==> src/rtl/cmd_dispatcher_if.sv <==
// Avalon-MM slave port bundle for the sprite command dispatcher.
// Groups the address/strobe/data/waitrequest signals of the HPS-facing port.
interface cmd_dispatcher_if;
    logic        avs_address;
    logic        avs_write;
    logic [31:0] avs_writedata;
    logic        avs_read;
    logic [31:0] avs_readdata;
    logic        avs_waitrequest;

    modport master (
        output avs_address, avs_write, avs_writedata, avs_read,
        input  avs_readdata, avs_waitrequest
    );

    modport slave (
        input  avs_address, avs_write, avs_writedata, avs_read,
        output avs_readdata, avs_waitrequest
    );
endinterface

==> src/rtl/cmd_dispatcher.sv <==
// cmd_dispatcher: buffers 32-bit sprite commands from the HPS in a FIFO and
// broadcasts them one per cycle on the shared display command bus. Buffer-swap
// commands (info==4'hF) are held until vertical blank, at most one per frame.
// Optional feature macro: CMD_DISPATCH_GUARD_EN -- drops normal writes aimed at
// the buffer currently on screen and counts them in a saturating drop counter.
//
// Handshake: a write is taken on a rising edge where avs_write=1 and
// avs_waitrequest=0; while avs_waitrequest=1 (FIFO full) the master must hold
// the write and re-present it. Reads return data in the same cycle.
module cmd_dispatcher #(
    parameter int DEPTH    = 16,
    parameter int V_ACTIVE = 480,
    parameter int V_TOTAL  = 525
) (
    input  logic              clk,
    input  logic              reset_n,
    cmd_dispatcher_if.slave   avs,
    input  logic [9:0]        vcount,
    output logic [31:0]       cmd_out,
    output logic              front_buf
);
    localparam int AW = $clog2(DEPTH);
    localparam int CW = AW + 1;
    localparam logic [9:0] V_ACT = 10'(V_ACTIVE);
    localparam logic [9:0] V_TOT = 10'(V_TOTAL);

    typedef enum logic [1:0] {
        DISPATCH  = 2'd0,
        WAIT_VB   = 2'd1,
        SWAP_DONE = 2'd2
    } state_t;

    state_t          state, state_next;
    logic [31:0]     mem [DEPTH];
    logic [AW-1:0]   wr_ptr, rd_ptr;
    logic [CW-1:0]   count;
    logic            swapped;
    logic [31:0]     drop_cnt;
    logic [31:0]     rdata;

    logic            full, empty, push, pop, drive, take_swap, drop;
    logic            vblank, head_swap, guard_hit;
    logic [31:0]     head;
    logic [8:0]      fill;

    assign full      = (count == CW'(DEPTH));
    assign empty     = (count == '0);
    assign push      = avs.avs_write && !avs.avs_address && !full;
    assign head      = mem[rd_ptr];
    assign head_swap = (head[20:17] == 4'hF);
    assign vblank    = (vcount >= V_ACT) && (vcount < V_TOT);
    assign fill      = 9'(count);

`ifdef CMD_DISPATCH_GUARD_EN
    // A normal write targeting the displayed buffer would tear the frame.
    assign guard_hit = (head[20:17] == 4'h1) && (head[13] == front_buf);
`else
    assign guard_hit = 1'b0;
`endif

    // FIFO storage; contents need no reset because the pointers define validity.
    always_ff @(posedge clk) begin
        if (push) mem[wr_ptr] <= avs.avs_writedata;
    end

    // Next-state and pop/drive decisions for the dispatch FSM.
    always_comb begin
        state_next = state;
        pop        = 1'b0;
        drive      = 1'b0;
        take_swap  = 1'b0;
        drop       = 1'b0;
        case (state)
            DISPATCH: begin
                if (!empty) begin
                    if (head_swap) begin
                        state_next = WAIT_VB;
                    end else begin
                        pop = 1'b1;
                        if (guard_hit) drop  = 1'b1;
                        else           drive = 1'b1;
                    end
                end
            end
            WAIT_VB: begin
                // Swap stays at the head so later commands keep their order.
                if (swapped) begin
                    state_next = SWAP_DONE;
                end else if (vblank) begin
                    pop        = 1'b1;
                    drive      = 1'b1;
                    take_swap  = 1'b1;
                    state_next = DISPATCH;
                end
            end
            SWAP_DONE: begin
                if (!swapped) state_next = WAIT_VB;
            end
            default: state_next = DISPATCH;
        endcase
    end

    // State, FIFO pointers, command bus and swap bookkeeping.
    always_ff @(posedge clk or negedge reset_n) begin
        if (!reset_n) begin
            state     <= DISPATCH;
            wr_ptr    <= '0;
            rd_ptr    <= '0;
            count     <= '0;
            cmd_out   <= '0;
            front_buf <= 1'b0;
            swapped   <= 1'b0;
        end else begin
            state <= state_next;
            if (push) wr_ptr <= wr_ptr + 1'b1;
            if (pop)  rd_ptr <= rd_ptr + 1'b1;
            case ({push, pop})
                2'b10:   count <= count + 1'b1;
                2'b01:   count <= count - 1'b1;
                default: count <= count;
            endcase
            cmd_out <= drive ? head : 32'h0;
            if (take_swap) front_buf <= head[13];
            if (vcount < V_ACT)  swapped <= 1'b0;
            else if (take_swap)  swapped <= 1'b1;
        end
    end

    // Saturating count of guarded (discarded) writes; address-1 write clears it.
    always_ff @(posedge clk or negedge reset_n) begin
        if (!reset_n) begin
            drop_cnt <= '0;
        end else begin
`ifdef CMD_DISPATCH_GUARD_EN
            if (avs.avs_write && avs.avs_address && !full)
                drop_cnt <= '0;
            else if (drop && (drop_cnt != '1))
                drop_cnt <= drop_cnt + 1'b1;
`else
            if (drop && (drop_cnt != '1))
                drop_cnt <= drop_cnt + 1'b1;
`endif
        end
    end

    // Zero-latency read mux: status word or drop counter.
    always_comb begin
        rdata = '0;
        if (avs.avs_read) begin
            if (avs.avs_address) rdata = drop_cnt;
            else rdata = {16'b0, fill, 3'b0, state, swapped, front_buf};
        end
    end

    assign avs.avs_readdata    = rdata;
    assign avs.avs_waitrequest = full;
endmodule

==> src/flat_wrapper.sv <==
// flat-port wrapper written by rule: the top's interface ports become plain ports
module cmd_dispatcher_flat 
#(
    parameter int DEPTH    = 16,
    parameter int V_ACTIVE = 480,
    parameter int V_TOTAL  = 525
)
  (clk, reset_n, vcount, cmd_out, front_buf, avs_avs_address, avs_avs_write, avs_avs_writedata, avs_avs_read, avs_avs_readdata, avs_avs_waitrequest);
  cmd_dispatcher_if avs_i ();
  input  logic clk;
  input  logic reset_n;
  input  logic [9:0] vcount;
  output logic [31:0] cmd_out;
  output logic front_buf;
  input wire logic [$bits(avs_i.avs_address)-1:0] avs_avs_address;
  input wire logic [$bits(avs_i.avs_write)-1:0] avs_avs_write;
  input wire logic [$bits(avs_i.avs_writedata)-1:0] avs_avs_writedata;
  input wire logic [$bits(avs_i.avs_read)-1:0] avs_avs_read;
  output wire logic [$bits(avs_i.avs_readdata)-1:0] avs_avs_readdata;
  output wire logic [$bits(avs_i.avs_waitrequest)-1:0] avs_avs_waitrequest;
  assign avs_i.avs_address = avs_avs_address;
  assign avs_i.avs_write = avs_avs_write;
  assign avs_i.avs_writedata = avs_avs_writedata;
  assign avs_i.avs_read = avs_avs_read;
  assign avs_avs_readdata = avs_i.avs_readdata;
  assign avs_avs_waitrequest = avs_i.avs_waitrequest;
  cmd_dispatcher #(.DEPTH(DEPTH), .V_ACTIVE(V_ACTIVE), .V_TOTAL(V_TOTAL)) u_core (.clk(clk), .reset_n(reset_n), .avs(avs_i), .vcount(vcount), .cmd_out(cmd_out), .front_buf(front_buf));
endmodule
==> config.mk <==
export PLATFORM = sky130hd
export DESIGN_NAME = cmd_dispatcher_flat
export DESIGN_NICKNAME = d
export VERILOG_FILES = /design/src/rtl/cmd_dispatcher_if.sv /design/src/rtl/cmd_dispatcher.sv /design/src/flat_wrapper.sv
export SDC_FILE = /design/constraint.sdc
export NUM_CORES = 1
export LEC_CHECK = 0
export CORE_MARGIN = 2
export CORE_UTILIZATION = 30
export CTS_CLUSTER_SIZE = 14
export DETAILED_ROUTE_END_ITERATION = 16
export PLACE_DENSITY_LB_ADDON = 0.12
export REMOVE_ABC_BUFFERS = 1
export SLEW_MARGIN = 20
export SYNTH_ARGS = -nofsm -noshare
export SYNTH_HDL_FRONTEND = slang
export SYNTH_SLANG_ARGS = --single-unit
==> constraint.sdc <==
create_clock -name clk -period 3.3 [get_ports clk]
set_input_delay 0.495 -clock clk [delete_from_list [all_inputs] [get_ports clk]]
set_output_delay 0.495 -clock clk [all_outputs]
set_load 0.005 [all_outputs]
==> impl_metrics.yaml <==
status:
  status: "finished, final reports clean"
layout:
  drive_above_1_share_pct: 22.2
  final_util_pct: 36.6
  layout.nets: 1329
  ff_latch_area_um2: 16600
  syn2layout_area_growth_pct: 21.2
  design_area_um2: 26600
  multi_input_area_um2: 4960
  num-fill-cells: 6709
synth:
  ys_seq_area_share_pct: 75.6
  avgSynthCellArea_um2: 19.7
  syn_area_um2: 21900
  ys.flop_type: "edfxtp_1"
  async_flop_share_pct: 8.73
  synthesis.instances: 1116
  ys_types: 57
  yosysWarningCount: 0
  synth_seq_cells: 561
  synth_edf_count: 512
sta:
  fmax_mhz: 323
  final.setup.worst_slack_ns: 0.201
  setup_viol: 0
  drv_slew: 0
  fin_crit_sh_pct: 93.9
  worstMarginPinSlew_ns: 0.987
  post-route-min-period_ns: 3.10
  finalHoldViolations: 0
  fin_tns_setup_ns: 0
  slew_headroom_pct: 34.2
  skew_ns: 0.0234
placement:
  post_dp_cell_area_um2: 24400
  gp_congestion: 0.719
  post-place-ws_ns: 0.120
  hpwl_um: 30200
  port_buffers: 89
power:
  finalPower_w: 0.0227
  leakage_nw: 8.88
  powerDensity_nw_per_um2: 852
  peakVddDrop_mv: 0.630
clocking:
  root_buffer: "clkbuf_16"
  cts_tree: "yes"
  clock_latency_ns: 0.59
  postCtsHoldBufs: 0
  clk_pin_slew_worst_paths_ns: 0.06
  cts_inserted_buffers: 66
  cts.path.max_buffers: 3
  cts_htree_levels: 3
  clock-sinks: 561
critical_path:
  crit_type: "flip-flop to flip-flop"
  cp-start-kind: "flip-flop"
  worstPathMaxFanout: 6
  worst_ep_arrival_time_ns: 3.56
  end_kind: "flip-flop"
  critPathRequiredTime_ns: 3.76
die:
  pin_count: 113
  num_rows: 99
  fp.dieH_um: 274
  start_util_pct: 30.2
  die-area_um2: 75300
  die_w_um: 274
  core-area_um2: 72700
route:
  finalWirelength_um: 55700
  drtPass1Iterations: 7
  postRouteAntennaNets: 0
  post_drt_via_cell_ratio: 4.79
  drtIter0Drc: 708
  vias: 10900
  remaining_drc_errors: 0
  routedWlPerCell_um: 24.4
global_routing:
  groute.usage.overall_pct: 15.0
  grt_pass1_vias: 11300
  antenna_found_initial: 1
  grt_max_degree: 93
  grt_overflow: 0
  grt_pass1_wl_um: 80600
worst_hold_path:
  hold_path.class: "input pin to async pin"
job:
  cap_violations: 0
-- cells in the final DEF, fill, tap and decap left out, drive strengths merged, types with 2 or more instances in the layout --
| cell type | n |
|---|---|
| o21a | 3 |
| mux2i | 111 |
| a211oi | 28 |
| a31oi | 3 |
| nand2 | 43 |
| dfrtp | 49 |
| and2 | 26 |
| o22ai | 28 |
| nor3b | 2 |
| clkinvlp | 2 |
| bufinv | 7 |
| inv | 12 |
| nor3 | 3 |
| o21ai | 7 |
| mux4 | 72 |
| ha | 8 |
| clkdlybuf4s50 | 88 |
| a22oi | 3 |
| edfxtp | 512 |
| nand3 | 12 |
| a21oi | 8 |
| mux2 | 4 |
| buf | 60 |
| o311ai | 2 |
| xor2 | 5 |
| xnor2 | 6 |
| clkbuf | 91 |
| a222oi | 2 |
| a41oi | 2 |
| o221ai | 54 |
| nor2b | 6 |
| nand4 | 4 |
| nor2 | 11 |
| clkinv | 17 |
| conb | 23 |
-- through the flow --
step | std cells | hold slack (ns)
floorplan | 1057 | 0.199
global placement | 2160 | 0.525
detailed placement | 2160 | 0.534
CTS | 2279 | 0.0751
global route | 2284 | 0.119
finish | 2285 | 0.0723
-- path summary, 6_finish.rpt --
kind                             startpoint                 end  slack, ns  depth (start not counted)
min in group clk           u_core.wr_ptr[3]    u_core.wr_ptr[3]       0.55                          1
setup / recovery           u_core.rd_ptr[0]     u_core.count[4]       0.20                         14
hold reg to reg            u_core.wr_ptr[3]    u_core.wr_ptr[3]       0.55                          1
setup reg to reg           u_core.rd_ptr[0]     u_core.count[4]       0.20                         14
max in group asynchronous           reset_n    u_core.rd_ptr[1]       2.48                          1
hold / removal                      reset_n  u_core.cmd_out[20]       0.07                          1
-- logic make-up (layout without fill, tap and decap cells) --
kind of cell / Yosys count / count (layout) / share of synthesized area [%]
AOI/OAI and AO/OA: 144 / 144 / 5.69
xor gates and xnor gates: 11 / 11 / 0.439
adders and majority gates: 8 / 8 / 0.456
buffers and inverters: 90 / 277 / 2.33
DFF: 561 / 561 / 75.6
muxes: 187 / 187 / 12.7
other: 1 / 24 / 0.0171
and+or+nand+nor: 114 / 114 / 2.75
-- what timing repair did --
item / in CTS / in global routing
buffers inserted: 0 / 5
resized for setup: 0 / 5
setup endpoints to repair: 0 / 2
-- cell type report --
class / instances / share of cell area, %
Sequential cell: 561 / 62.4
Multi-Input combinational cell: 487 / 18.6
Clock buffer: 90 / 6.97
Timing Repair Buffer: 149 / 6.07
Tap cell: 959 / 4.51
Clock inverter: 29 / 1.24
Inverter: 9 / 0.127
Antenna cell: 1 / 0.00941
-- sequential cells by signal (all words and copies together) (netlist names) --
name,count
u_core.cmd_out,32
u_core.count,5
u_core.front_buf,1
u_core.mem,512
u_core.rd_ptr,4
u_core.state,2
u_core.swapped,1
u_core.wr_ptr,4
-- synthesized netlist by cell type (8+ instances only) --
cell type	n	area, um2
a211oi_2	26	325
and2_1	26	163
buf_2	15	75.1
buf_4	29	218
clkbuf_1	30	113
dfrtp_1	49	1230
edfxtp_1	512	15400
ha_1	8	100
inv_1	8	30.0
mux2i_1	111	1110
mux4_2	72	1620
nand2_1	43	161
nand3_1	11	55.1
nor2_1	11	41.3
o221ai_1	54	473
o22ai_1	28	175
-- where the power goes --
part / total (W) / switching, W / internal, W
clock network: 0.00733 / 0.00284 / 0.00449
registers: 0.00871 / 0.000335 / 0.00838
logic: 0.00662 / 0.00372 / 0.00289
-- worst max-delay path, stage by stage, from the launching register on --
cell	delay [ns]
dfrtp_4	0.47
clkbuf_4	0.19
mux4_2	0.51
a22oi_2	0.24
nand3_2	0.13
nand4_4	0.16
a21oi_4	0.07
inv_2	0.06
ha_2	0.21
xor2_1	0.16
ha_2	0.21
nor2_1	0.04
a222oi_1	0.28
nor2_1	0.09
xor2_1	0.15
-- routing by layer --
| layer | vias to the layer above | wire [um] | GRT usage, % | part of all wire [%] |
|---|---|---|---|---|
| li1 | 4855 | - | - | - |
| met1 | 5799 | 26700 | 21.5 | 48 |
| met2 | 228 | 26000 | 23.3 | 47 |
| met3 | 67 | 2110 | 2.36 | 3.8 |
| met4 | 0 | 930 | 4.29 | 1.7 |
| met5 | - | 0 | 0 | 0 |
(Power assumes the default switching activity.)
